==> src/rtl/spmmio_spitarget_pkg.sv <==
// rtl/spmmio_spitarget_pkg.sv - shared register map, bit positions and CRC polynomials
package spmmio_spitarget_pkg;

    typedef logic [0:7] spi_byte_t;

    localparam logic [0:3] ADR_CTRL = 4'd0;
    localparam logic [0:3] ADR_CRC  = 4'd1;

    // Control/status bit positions, MSB-first numbering as seen on q/d
    localparam int unsigned BIT_IE_RX       = 8;
    localparam int unsigned BIT_IE_DESEL    = 9;
    localparam int unsigned BIT_SEL_FLAG    = 12;
    localparam int unsigned BIT_DESEL_FLAG  = 13;
    localparam int unsigned BIT_OVERRUN     = 14;
    localparam int unsigned BIT_UNDERRUN    = 15;
    localparam int unsigned BIT_SELECTED    = 19;
    localparam int unsigned BIT_TX_VALID    = 21;
    localparam int unsigned BIT_RX_FULL     = 23;

    localparam logic [0:6]  CRC7_POLY  = 7'h09;
    localparam logic [0:15] CRC16_POLY = 16'h1021;

endpackage

==> src/rtl/spmmio_spitarget_edge_sync.sv <==
// rtl/spmmio_spitarget_edge_sync.sv - multi-flop synchronizer with rise/fall pulses
module spi_edge_sync #(
    parameter int STAGES = 2
) (
    input  logic clk,
    input  logic reset,
    input  logic async_i,
    output logic level_o,
    output logic rise_o,
    output logic fall_o
);

    logic [STAGES-1:0] sync_q;
    logic              prev_q;

    always_ff @(posedge clk) begin
        if (reset) begin
            sync_q <= '0;
            prev_q <= 1'b0;
        end else begin
            sync_q <= {sync_q[STAGES-2:0], async_i};
            prev_q <= sync_q[STAGES-1];
        end
    end

    assign level_o = sync_q[STAGES-1];
    assign rise_o  = sync_q[STAGES-1] & ~prev_q;
    assign fall_o  = ~sync_q[STAGES-1] & prev_q;

endmodule

==> src/rtl/spmmio_spitarget.sv <==
// rtl/spmmio_spitarget.sv - SPI mode-0 target with MMIO registers and rx CRC7 / tx CRC16
module spmmio_spitarget
    import spmmio_spitarget_pkg::*;
#(
    parameter logic [7:0] FILL_BYTE   = 8'hFF,
    parameter int         SYNC_STAGES = 2
) (
    input  logic        clk,
    input  logic        reset,
    input  logic [0:3]  adr,
    input  logic        cs,
    input  logic [0:3]  sel,
    input  logic        we,
    input  logic [0:31] d,
    output logic [0:31] q,
    output logic        irq,
    input  logic        spi_ss_n,
    input  logic        spi_sck,
    input  logic        spi_mosi,
    output logic        spi_miso,
    output logic        spi_miso_oe
);

    logic sck_level, sck_rise, sck_fall;
    logic ss_level, ss_rise, ss_fall;
    logic [SYNC_STAGES-1:0] mosi_sync_q;
    logic mosi_s;

    spi_edge_sync #(.STAGES(SYNC_STAGES)) u_sck_sync (
        .clk     (clk),
        .reset   (reset),
        .async_i (spi_sck),
        .level_o (sck_level),
        .rise_o  (sck_rise),
        .fall_o  (sck_fall)
    );

    spi_edge_sync #(.STAGES(SYNC_STAGES)) u_ss_sync (
        .clk     (clk),
        .reset   (reset),
        .async_i (spi_ss_n),
        .level_o (ss_level),
        .rise_o  (ss_rise),
        .fall_o  (ss_fall)
    );

    always_ff @(posedge clk) begin
        if (reset) begin
            mosi_sync_q <= '0;
        end else begin
            mosi_sync_q <= {mosi_sync_q[SYNC_STAGES-2:0], spi_mosi};
        end
    end

    // mosi has the same depth as sck's level, so it is aligned with the rise pulse
    assign mosi_s = mosi_sync_q[SYNC_STAGES-1];

    logic        armed_q, armed_d;
    logic        selected_q, selected_d;
    logic        started_q, started_d;
    logic        ie_rx_q, ie_rx_d;
    logic        ie_desel_q, ie_desel_d;
    logic        sel_flag_q, sel_flag_d;
    logic        desel_flag_q, desel_flag_d;
    logic        overrun_q, overrun_d;
    logic        underrun_q, underrun_d;
    logic        tx_valid_q, tx_valid_d;
    logic        rx_full_q, rx_full_d;
    logic [2:0]  bitcnt_q, bitcnt_d;
    logic [0:6]  sr_in_q, sr_in_d;
    spi_byte_t   rx_data_q, rx_data_d;
    spi_byte_t   tx_data_q, tx_data_d;
    spi_byte_t   sr_out_q, sr_out_d;
    logic [0:6]  crc7_q, crc7_d;
    logic [0:15] crc16_q, crc16_d;

    logic wr_ctrl, wr_crc, clr_rx;
    logic select_ev, desel_ev, sck_rise_sel, sck_fall_sel, reload;
    logic crc7_fb, crc16_fb;

    assign wr_ctrl      = cs & we & (adr == ADR_CTRL);
    assign wr_crc       = cs & we & (adr == ADR_CRC);
    assign clr_rx       = wr_ctrl & sel[2] & d[BIT_RX_FULL];
    assign select_ev    = ss_fall & armed_q;
    assign desel_ev     = ss_rise & selected_q;
    assign sck_rise_sel = sck_rise & selected_q;
    assign sck_fall_sel = sck_fall & selected_q;
    assign reload       = select_ev | (sck_fall_sel & (bitcnt_q == 3'd0) & started_q);
    assign crc7_fb      = crc7_q[0] ^ mosi_s;
    assign crc16_fb     = crc16_q[0] ^ sr_out_q[0];

    always_comb begin
        armed_d      = armed_q | ss_level;
        selected_d   = selected_q;
        started_d    = started_q;
        ie_rx_d      = ie_rx_q;
        ie_desel_d   = ie_desel_q;
        sel_flag_d   = sel_flag_q;
        desel_flag_d = desel_flag_q;
        overrun_d    = overrun_q;
        underrun_d   = underrun_q;
        tx_valid_d   = tx_valid_q;
        rx_full_d    = rx_full_q;
        bitcnt_d     = bitcnt_q;
        sr_in_d      = sr_in_q;
        rx_data_d    = rx_data_q;
        tx_data_d    = tx_data_q;
        sr_out_d     = sr_out_q;
        crc7_d       = crc7_q;
        crc16_d      = crc16_q;

        // Firmware clears are applied first so that same-cycle hardware sets win
        if (wr_ctrl && sel[1]) begin
            ie_rx_d    = d[BIT_IE_RX];
            ie_desel_d = d[BIT_IE_DESEL];
            if (d[BIT_SEL_FLAG])   sel_flag_d   = 1'b0;
            if (d[BIT_DESEL_FLAG]) desel_flag_d = 1'b0;
            if (d[BIT_OVERRUN])    overrun_d    = 1'b0;
            if (d[BIT_UNDERRUN])   underrun_d   = 1'b0;
        end
        if (clr_rx) begin
            rx_full_d = 1'b0;
        end

        if (select_ev) begin
            selected_d = 1'b1;
            started_d  = 1'b0;
            sel_flag_d = 1'b1;
            bitcnt_d   = 3'd0;
            crc7_d     = '0;
        end

        if (sck_rise_sel) begin
            sr_in_d   = {sr_in_q[1:6], mosi_s};
            crc7_d    = {crc7_q[1:6], 1'b0} ^ ({7{crc7_fb}} & CRC7_POLY);
            crc16_d   = {crc16_q[1:15], 1'b0} ^ ({16{crc16_fb}} & CRC16_POLY);
            bitcnt_d  = bitcnt_q + 3'd1;
            started_d = 1'b1;
            if (bitcnt_q == 3'd7) begin
                rx_data_d = {sr_in_q, mosi_s};
                rx_full_d = 1'b1;
                if (rx_full_q && !clr_rx) begin
                    overrun_d = 1'b1;
                end
            end
        end

        if (sck_fall_sel && bitcnt_q != 3'd0) begin
            sr_out_d = {sr_out_q[1:7], 1'b1};
        end

        if (reload) begin
            if (tx_valid_q) begin
                sr_out_d   = tx_data_q;
                tx_valid_d = 1'b0;
            end else begin
                sr_out_d   = FILL_BYTE;
                underrun_d = 1'b1;
            end
        end

        if (desel_ev) begin
            selected_d   = 1'b0;
            desel_flag_d = 1'b1;
            bitcnt_d     = 3'd0;
        end

        // Writes after the reload: a byte written during a reload stays queued
        if (wr_ctrl && sel[3]) begin
            tx_data_d  = d[24:31];
            tx_valid_d = 1'b1;
        end

        if (wr_crc) begin
            if (sel[0]) crc7_d        = d[0:6];
            if (sel[2]) crc16_d[0:7]  = d[16:23];
            if (sel[3]) crc16_d[8:15] = d[24:31];
        end
    end

    always_ff @(posedge clk) begin
        if (reset) begin
            armed_q      <= 1'b0;
            selected_q   <= 1'b0;
            started_q    <= 1'b0;
            ie_rx_q      <= 1'b0;
            ie_desel_q   <= 1'b0;
            sel_flag_q   <= 1'b0;
            desel_flag_q <= 1'b0;
            overrun_q    <= 1'b0;
            underrun_q   <= 1'b0;
            tx_valid_q   <= 1'b0;
            rx_full_q    <= 1'b0;
            bitcnt_q     <= 3'd0;
            sr_in_q      <= '0;
            rx_data_q    <= '0;
            tx_data_q    <= '0;
            sr_out_q     <= FILL_BYTE;
            crc7_q       <= '0;
            crc16_q      <= '0;
        end else begin
            armed_q      <= armed_d;
            selected_q   <= selected_d;
            started_q    <= started_d;
            ie_rx_q      <= ie_rx_d;
            ie_desel_q   <= ie_desel_d;
            sel_flag_q   <= sel_flag_d;
            desel_flag_q <= desel_flag_d;
            overrun_q    <= overrun_d;
            underrun_q   <= underrun_d;
            tx_valid_q   <= tx_valid_d;
            rx_full_q    <= rx_full_d;
            bitcnt_q     <= bitcnt_d;
            sr_in_q      <= sr_in_d;
            rx_data_q    <= rx_data_d;
            tx_data_q    <= tx_data_d;
            sr_out_q     <= sr_out_d;
            crc7_q       <= crc7_d;
            crc16_q      <= crc16_d;
        end
    end

    always_comb begin
        q = '0;
        if (cs && adr == ADR_CTRL) begin
            q[BIT_IE_RX]      = ie_rx_q;
            q[BIT_IE_DESEL]   = ie_desel_q;
            q[BIT_SEL_FLAG]   = sel_flag_q;
            q[BIT_DESEL_FLAG] = desel_flag_q;
            q[BIT_OVERRUN]    = overrun_q;
            q[BIT_UNDERRUN]   = underrun_q;
            q[BIT_SELECTED]   = selected_q;
            q[BIT_TX_VALID]   = tx_valid_q;
            q[BIT_RX_FULL]    = rx_full_q;
            q[24:31]          = rx_data_q;
        end else if (cs && adr == ADR_CRC) begin
            q[0:7]   = {crc7_q, 1'b1};
            q[16:31] = crc16_q;
        end
    end

    assign irq         = (rx_full_q & ie_rx_q) | (desel_flag_q & ie_desel_q);
    assign spi_miso    = sr_out_q[0];
    assign spi_miso_oe = selected_q;

    logic unused_bits;
    assign unused_bits = ^{d[7], d[10:11], sck_level};

endmodule

==> config.mk <==
export PLATFORM = sky130hd
export DESIGN_NAME = spmmio_spitarget
export DESIGN_NICKNAME = d
export VERILOG_FILES = /design/src/rtl/spmmio_spitarget_pkg.sv /design/src/rtl/spmmio_spitarget_edge_sync.sv /design/src/rtl/spmmio_spitarget.sv
export SDC_FILE = /design/constraint.sdc
export NUM_CORES = 1
export LEC_CHECK = 0
export ABC_AREA = 1
export ABC_CLOCK_PERIOD_IN_PS = 2200
export CORE_AREA = 2 2 112 71
export DETAILED_ROUTE_END_ITERATION = 12
export DIE_AREA = 0 0 114 73
export MAX_ROUTING_LAYER = met4
export PLACE_DENSITY = 0.78
export SYNTH_ARGS = -nofsm -noshare
export SYNTH_HDL_FRONTEND = slang
export SYNTH_HIERARCHICAL = 1
export SYNTH_SLANG_ARGS = --single-unit
==> constraint.sdc <==
create_clock -name clk -period 2.2 [get_ports clk]
set_clock_uncertainty 0.2 [all_clocks]
set_input_delay 0.33 -clock clk [delete_from_list [all_inputs] [get_ports clk]]
set_output_delay 0.33 -clock clk [all_outputs]
set_load 0.005 [all_outputs]
After elaboration in Yosys (flattened, before gate mapping):

Cells that the tools add are included.
W data, S select, Z words.

* add/subtract/negate cells: 1
* eq/ne operators: 2
* multiplexer cells: 46
* bitwise operators: 28
* reductions and logical operators: 21

Operator list (count)
* $mux W8: 7
* $mux W16: 3
* $mux W7: 4
* $mux W1: 26
* $and A1 B1 Y1: 17
* $xor A16 B13 Y16: 1
* $reduce_bool A2 Y1: 7
* $mux W3: 3
* $mux W9: 1
* $xor A7 B4 Y7: 1
* $logic_and A1 B1 Y1: 6
* $reduce_and A2 Y1: 3
* $eq A4 B1 Y1 const B: 1
* $logic_not A4 Y1: 1
* $mux W4: 1
* $not A1 Y1: 4
* $add A3 B1 Y3 const B: 1
* $eq A3 B3 Y1 const B: 1
* $logic_not A3 Y1: 1
* $or A1 B1 Y1: 3
* $reduce_bool A3 Y1: 1
* $mux W2: 1
* $reduce_or A2 Y1: 1
* $xor A1 B1 Y1: 2
* $logic_not A1 Y1: 1

* register bits after elaboration: 76
* input port bits: 47
* output and inout port bits: 35
* word-level logic and storage cells: 121

Depth between registers and ports, before layout:

Gate-level depths: netlist (run 1).

* depth in word-level cells: 9
* gate-level depth with buffers: 10
* depth with buffers taken out: 9

Cells and area by module:

Netlist (run 1), hierarchy kept.

Modules (own cells, without submodules)
* spmmio_spitarget: times used 1, cells each 508, area each 3370.7 µm²
* spi_edge_sync: times used 2, cells each 12, area each 93.8 µm²

Worst setup path before layout (run 1):

Ideal clock, no wire load.

* path type: input-to-output
* start: input adr[2] (netlist bit)
* end: output q[24] (netlist bit)
* arrival time: 1103 ps
* required time: 1670 ps
* path slack: 567 ps
* stages: 4
* buffers on the path: 1
* cells stage by stage: nor2_1 nand3_1 clkbuf_1 o22ai_1

* word-level cells in the longest chain between the ends: 4
* elaborated cells between the ends (all ways): 6

RTL lines
* from (decl): line spmmio_spitarget.sv:10 `input logic [0:3] adr,`
* $eq A4 B1 Y1: line spmmio_spitarget.sv:236 `end else if (cs && adr == ADR_CRC) begin`
* $logic_and A1 B1 Y1: line spmmio_spitarget.sv:236
* $mux W16: line spmmio_spitarget.sv:236
* $mux W9 (*): line spmmio_spitarget.sv:225 `if (cs && adr == ADR_CTRL) begin`
* to (decl): line spmmio_spitarget.sv:15 `output logic [0:31] q,`

Every way passes the cells marked *; elsewhere a longest branch is shown, timed or not.

Worst setup path after layout (run 1):

* start: input adr[1] (netlist bit)
* end: output q[16] (netlist bit)

* word-level cells in the longest chain between the ends: 4
* elaborated cells between the ends (all ways): 6

RTL lines (line)
* $eq A4 B1 Y1: spmmio_spitarget.sv:236
* $logic_and A1 B1 Y1: spmmio_spitarget.sv:236
* $mux W16: spmmio_spitarget.sv:236
* $mux W3 (*): spmmio_spitarget.sv:225

Marked as above.

==> results of run 1 <==
## synthesized netlist by cell type (2+ instances only)
cell type / n
nor2_1: 111
nand2_1: 110
dfxtp_1: 76
inv_1: 61
nand3_1: 40
o21ai_0: 38
a21oi_1: 23
nand4_1: 11
clkbuf_1: 10
buf_2: 9
o22ai_1: 8
a211oi_1: 5
inv_2: 5
o21ai_1: 4
buf_4: 3
clkinv_1: 3
ha_1: 3
nand3_2: 3
nor2_4: 2
## where the power goes
group	internal, W	switching (W)	leakage, nW
Sequential	0.00139	0.00000777	0.614
Clock	0.00101	0.000567	0.155
Combinational	0.000107	0.0000956	1.52
Total	0.00251	0.000671	2.29
## critical path, delay by kind of cell
kind	cells	cell delay (ns)
buffers and inverters	4	0.85
and+or+nand+nor	4	0.43
## sequential cells by signal, summed over array words and instances (netlist names), 2 cells and up
name,count
sr_in_q,7
crc7_q,7
sr_out_q,8
tx_data_q,8
u_sck_sync/sync_q,2
rx_data_q,8
bitcnt_q,3
mosi_sync_q,2
u_ss_sync/sync_q,2
crc16_q,16
## per-stage QoR
stage               area, µm²  TNS (ns)   util  setup slack (ns)
floorplan                3560         0      -             0.567
global placement         4490     -8.86  0.603            -0.380
detailed placement       4490    -10.03  0.603            -0.456
CTS                      4910         0  0.660           0.00295
global route             4940  -0.00539  0.663          -0.00313
finish                   4940         0  0.663            0.0428
## metal layers
| layer | global-route usage | vias up | wire length [µm] |
|---|---|---|---|
| met4 | 0.103 | 0 | 208 |
| li1 | - | 1864 | - |
| met3 | 0.0598 | 20 | 826 |
| met2 | 0.413 | 176 | 4640 |
| met5 | - | - | 0 |
| met1 | 0.355 | 1709 | 4690 |
## final cells by class
type | instances | area (µm²) | area share
multi-input cells | 366 | 1720 | 0.348
repair buffers | 102 | 998 | 0.202
flip-flops and latches | 76 | 1520 | 0.308
clock inverters | 4 | 73.8 | 0.0150
repair inverters | 1 | 7.51 | 0.00152
well taps | 94 | 118 | 0.0238
clock buffers | 10 | 239 | 0.0484
inverters | 69 | 262 | 0.0530
## how the worst min path moves through the flow
stage                    startpoint              endpoint  slack (ns)  cells after the start
2_1_floorplan        mosi_sync_q[0]        mosi_sync_q[1]        0.19                      2
6_report       u_sck_sync/sync_q[0]  u_sck_sync/sync_q[1]        0.20                      2
3_3_place_gp    u_ss_sync/sync_q[0]   u_ss_sync/sync_q[1]        0.19                      2
3_5_place_dp   u_sck_sync/sync_q[0]  u_sck_sync/sync_q[1]        0.19                      2
5_1_grt        u_sck_sync/sync_q[0]  u_sck_sync/sync_q[1]        0.23                      2
4_1_cts        u_sck_sync/sync_q[0]  u_sck_sync/sync_q[1]        0.20                      2
## repair_timing
item	4_1_cts	5_1_grt
buffers inserted	7	1
resized for setup	55	11
gates cloned	2	0
pin swaps	3	1
setup endpoints to repair	30	22
## cell families after synthesis
group | after synthesis
and+or+nand+nor | 281
buffers and inverters | 91
AOI/OAI and AO/OA | 80
DFF | 76
adders and majority gates | 3
other | 1
==> flow_summary.yaml, run 1 <==
worst_setup_path:
  crit_path_end: "q[16]"
  rr_worst_depth: 7
  crit_slowest_cell: "bufbuf_16"
  rr_startpoint: "u_sck_sync/sync_q[1]"
  startpoint: "adr[1]"
  crit_top_cell: "dlygate4sd2_1"
  reg2reg_to: "rx_data_q[2]"
  path_class: "primary input to output pin"
  cp.required_ns: 1.67
  crit_arrival_ns: 1.63
  crit_fanout: 6
  worstSetupStartpointType: "primary input"
  crit_chain: "dlygate4sd2_1, nor2_4, inv_2, nor2_8, nand2_8, bufbuf_16, nor2_2, dlygate4sd2_1"
  crit_path_end_kind: "output pin"
  rrSetupSlack_ns: 0.26
  slowest_delay_ns: 0.29
detailed_routing:
  finalWirelength_mm: 10.4
  drt-initial-drc-count: 382
  drc: 0
  routedWlPerCell_um: 14.4
  ant_nets: 0
  num_vias: 3769
  dr.pass1.iters: 5
  routed_via_density: 5.22
clocking:
  hold_buffers: 0
  numCtsBuffers: 9
  clockBufferDepth: 2
  cts_tree: "done"
  h-tree-depth: 3
  cts_root_buf: "clkbuf_16"
  clk_latency_ns: 0.34
  cts_num_sinks: 76
  clk_pin_slew_ns: 0.06
logic_synthesis:
  synth-seq-cells: 76
  ys.warnings.count: 6
  ys.flop_type: "dfxtp_1"
  synthTopCellsByArea: "dfxtp_1 43%, nor2_1 12%, nand2_1 12%"
  yosys.area_share.simple: 0.336
  netlist_area_um2: 3560
  synth_xor_area_frac: 0
  synthAdderAreaFrac: 0.0105
  synth_area_per_cell_um2: 6.69
  synth_compound_area_frac: 0.122
  synth_enable_flop_cells: 0
  synthCells: 532
  synth_top_family_by_area: "simple AND/OR/NAND/NOR gates"
  yosysTopAreaCellShare: 0.428
  async_flop_share: 0
  synth_area_leader_cell: "dfxtp_1"
  seq_area_frac_synth: 0.428
  synth_cell_types: 26
  synth_mux_area_frac: 0
run:
  drv_cap: 0
global_route:
  grt_remaining_overflow: 0
  grt_use_total: 0.271
  grt_max_degree: 54
  first_global_vias: 3553
  antenna_found_initial: 0
  grt_first_pass_wirelength_mm: 17.0
placed_design:
  place_inst: 698
  port_buffers: 76
  gp_congestion: 0.854
  dp_hpwl_mm: 6.96
pwr:
  irDropWorstVdd_mv: 0.353
  total_power_w: 0.00318
  powerDensity_nw_per_um2: 644
  p_leak_nw: 2.29
finish:
  final_cell_mix: "110 x nor2_1, 107 x nand2_1, 76 x dfxtp_1, 61 x inv_1, 41 x clkdlybuf4s50_1"
  layout-drive-gt1-share: 0.105
  final_common_cell: "nor2_1"
  fillers: 652
  nets: 675
  syn_to_final_growth_pct: 38.7
  final_cells: 722
  diodes: 0
worst_hold_path:
  hold_path.class: "flop to flop"
floorplanning:
  ioPinCount: 82
  core-area_um2: 7440
  die_w_um: 114
  dieArea_um2: 8320
  start_util: 0.478
  die_height_um: 73
  std_cell_rows: 25
run_status:
  outcome: "complete, no violations"
timing:
  hold_viol: 0
  slew_viol_final: 0
  max_freq_ghz: 0.464
  period_needed_ns: 2.16
  period_share: 0.981
  holdWs_ns: 0.200
  final-setup-viol-count: 0
No activity file was read; power rests on OpenSTA's default activity.
==> run 2: changes to the inputs <==
--- a/config.mk
+++ b/config.mk
@@ -7,11 +7,10 @@
 export LEC_CHECK = 0
 export ABC_AREA = 1
 export ABC_CLOCK_PERIOD_IN_PS = 2200
-export CORE_AREA = 2 2 112 71
+export CORE_AREA = 2 2 125 79
 export DETAILED_ROUTE_END_ITERATION = 12
-export DIE_AREA = 0 0 114 73
+export DIE_AREA = 0 0 127 81
 export MAX_ROUTING_LAYER = met4
-export PLACE_DENSITY = 0.78
 export SYNTH_ARGS = -nofsm -noshare
 export SYNTH_HDL_FRONTEND = slang
 export SYNTH_HIERARCHICAL = 1
==> constraint.sdc (replaced) <==
create_clock -name clk -period 2.2 [get_ports clk]
set_clock_uncertainty 0.2 [all_clocks]
set_input_delay 0.22 -clock clk [delete_from_list [all_inputs] [get_ports clk]]
set_output_delay 0.22 -clock clk [all_outputs]
set_load 0.005 [all_outputs]
==> flow_summary.yaml, run 2 (same netlist as run 1, synthesis figures left out) <==
timing:
  slew_viol_final: 0
  max_freq_ghz: 0.475
  timing_worst_slew_pin_value_ns: 0.566
  final-setup-viol-count: 0
  max_slew_margin: 0.622
  hold_viol: 0
  period_share: 0.957
  rsz0062_at_grt: "no"
  setup_slack_ns: 0.0956
  period_needed_ns: 2.10
global_route:
  antenna_found_initial: 0
  first_global_vias: 3329
  grt_remaining_overflow: 0
  grt_use_total: 0.217
  grt_first_pass_wirelength_mm: 16.7
  grt_max_degree: 54
worst_setup_path:
  crit_chain: "clkdlybuf4s50_1, inv_1, nand2_2, nor2_8, nand2_4, clkinvlp_4, buf_4, clkdlybuf4s50_1"
  path_delay_family: "buffers and inverters"
  rr_startpoint: "u_sck_sync/sync_q[1]"
  slowest_delay_ns: 0.49
  crit_arrival_ns: 1.68
  crit_slowest_cell: "clkdlybuf4s50_1"
  cp.required_ns: 1.78
  worstSetupStartpointType: "primary input"
  path_class: "primary input to output pin"
  crit_top_cell: "clkdlybuf4s50_1"
  startpoint: "adr[2]"
  cp_num_buf_inv: 5
  crit_fanout: 3
  crit_path_end_kind: "output pin"
run_status:
  outcome: "complete, no violations"
finish:
  final_cells: 744
  regArea_um2: 1520
  largest_reg_flops: 16
  nets: 669
  final_common_cell: "nor2_1"
  final_core_util: 0.529
  layout-drive-gt1-share: 0.0849
  diodes: 0
  fillers: 932
  fin_area_um2: 4930
  largest_register: "crc16_q"
  multi_input_area_um2: 1690
  final_cell_mix: "110 x nor2_1, 108 x nand2_1, 76 x dfxtp_1, 61 x inv_1, 48 x clkdlybuf4s50_1"
  syn_to_final_growth_pct: 38.5
clocking:
  clk_pin_slew_ns: 0.05
  clockBufferDepth: 2
  cts_tree: "done"
  numCtsBuffers: 9
  cts_root_buf: "clkbuf_16"
  cts_num_sinks: 76
  clk_latency_ns: 0.33
  h-tree-depth: 3
placed_design:
  place_ws_ns: -0.213
  gp_congestion: 0.841
  place_inst: 722
  port_buffers: 76
  dpl_cell_area_um2: 4520
  dp_hpwl_mm: 7.30
floorplanning:
  dieArea_um2: 10300
  ioPinCount: 82
  die_w_um: 127
  std_cell_rows: 28
  core-area_um2: 9320
  start_util: 0.382
  die_height_um: 81
detailed_routing:
  ant_nets: 0
  drt-initial-drc-count: 343
  routed_via_density: 4.85
  routedWlPerCell_um: 14.1
  drc: 0
  num_vias: 3610
  finalWirelength_mm: 10.5
  dr.pass1.iters: 4
worst_hold_path:
  min_from: "spi_sck"
  hold_path.class: "primary input to flop"
pwr:
  p_leak_nw: 2.25
  total_power_w: 0.00332
  irDropWorstVdd_mv: 0.408
  powerDensity_nw_per_um2: 673
run:
  drv_cap: 0
run 2: area by class of cell:
cell class,count,share of cell area
multi-input cells,366,0.343
flip-flops and latches,76,0.309
repair buffers,96,0.192
inverters,69,0.0530
clock buffers,12,0.0520
well taps,120,0.0305
clock inverters,4,0.0193
repair inverters,1,0.00152
run 2: final timing paths:
| check | endpoint | cells after the start | slack (ns) |
|---|---|---|---|
| setup / recovery | q[7] | 8 | 0.1 |
| hold / removal | u_sck_sync/sync_q[0] | 3 | 0.20 |
| setup reg to reg | rx_data_q[5] | 7 | 0.27 |
| hold reg to reg | u_ss_sync/sync_q[1] | 2 | 0.21 |
run 2: tightest hold or removal path, delay by kind of cell:
family        cells  cell delay (ns)
simple gates      1             0.03
buf+inv           2             0.44
run 2: layer usage:
metal	vias to the layer above	track usage	part of all wire
met3	8	0.0593	0.092
met1	1616	0.293	0.49
li1	1853	-	-
met4	0	0.0582	0.0084
met5	-	-	0
met2	133	0.322	0.40
run 2: where the power goes:
group | internal (W) | switching, W | total [W]
clock | 0.00117 | 0.000557 | 0.00173
sequential | 0.00139 | 0.00000795 | 0.00140
combinational | 0.000103 | 0.0000929 | 0.000196
total | 0.00266 | 0.000658 | 0.00332
run 2: per-stage QoR:
stage | hold WS, ns | TNS, ns
after CTS | 0.186 | 0
after global placement | 0.192 | -2.51
after global routing | 0.188 | 0
final | 0.199 | 0
after floorplan | 0.0912 | 0
after detailed placement | 0.203 | -3.50
run 2: repair_timing:
item,in CTS,in global routing
gates resized for setup,33,6
gates cloned,1,0
pin swaps,1,2
hold buffers,0,0
endpoints found under the setup margin,24,15
buffers inserted,4,1
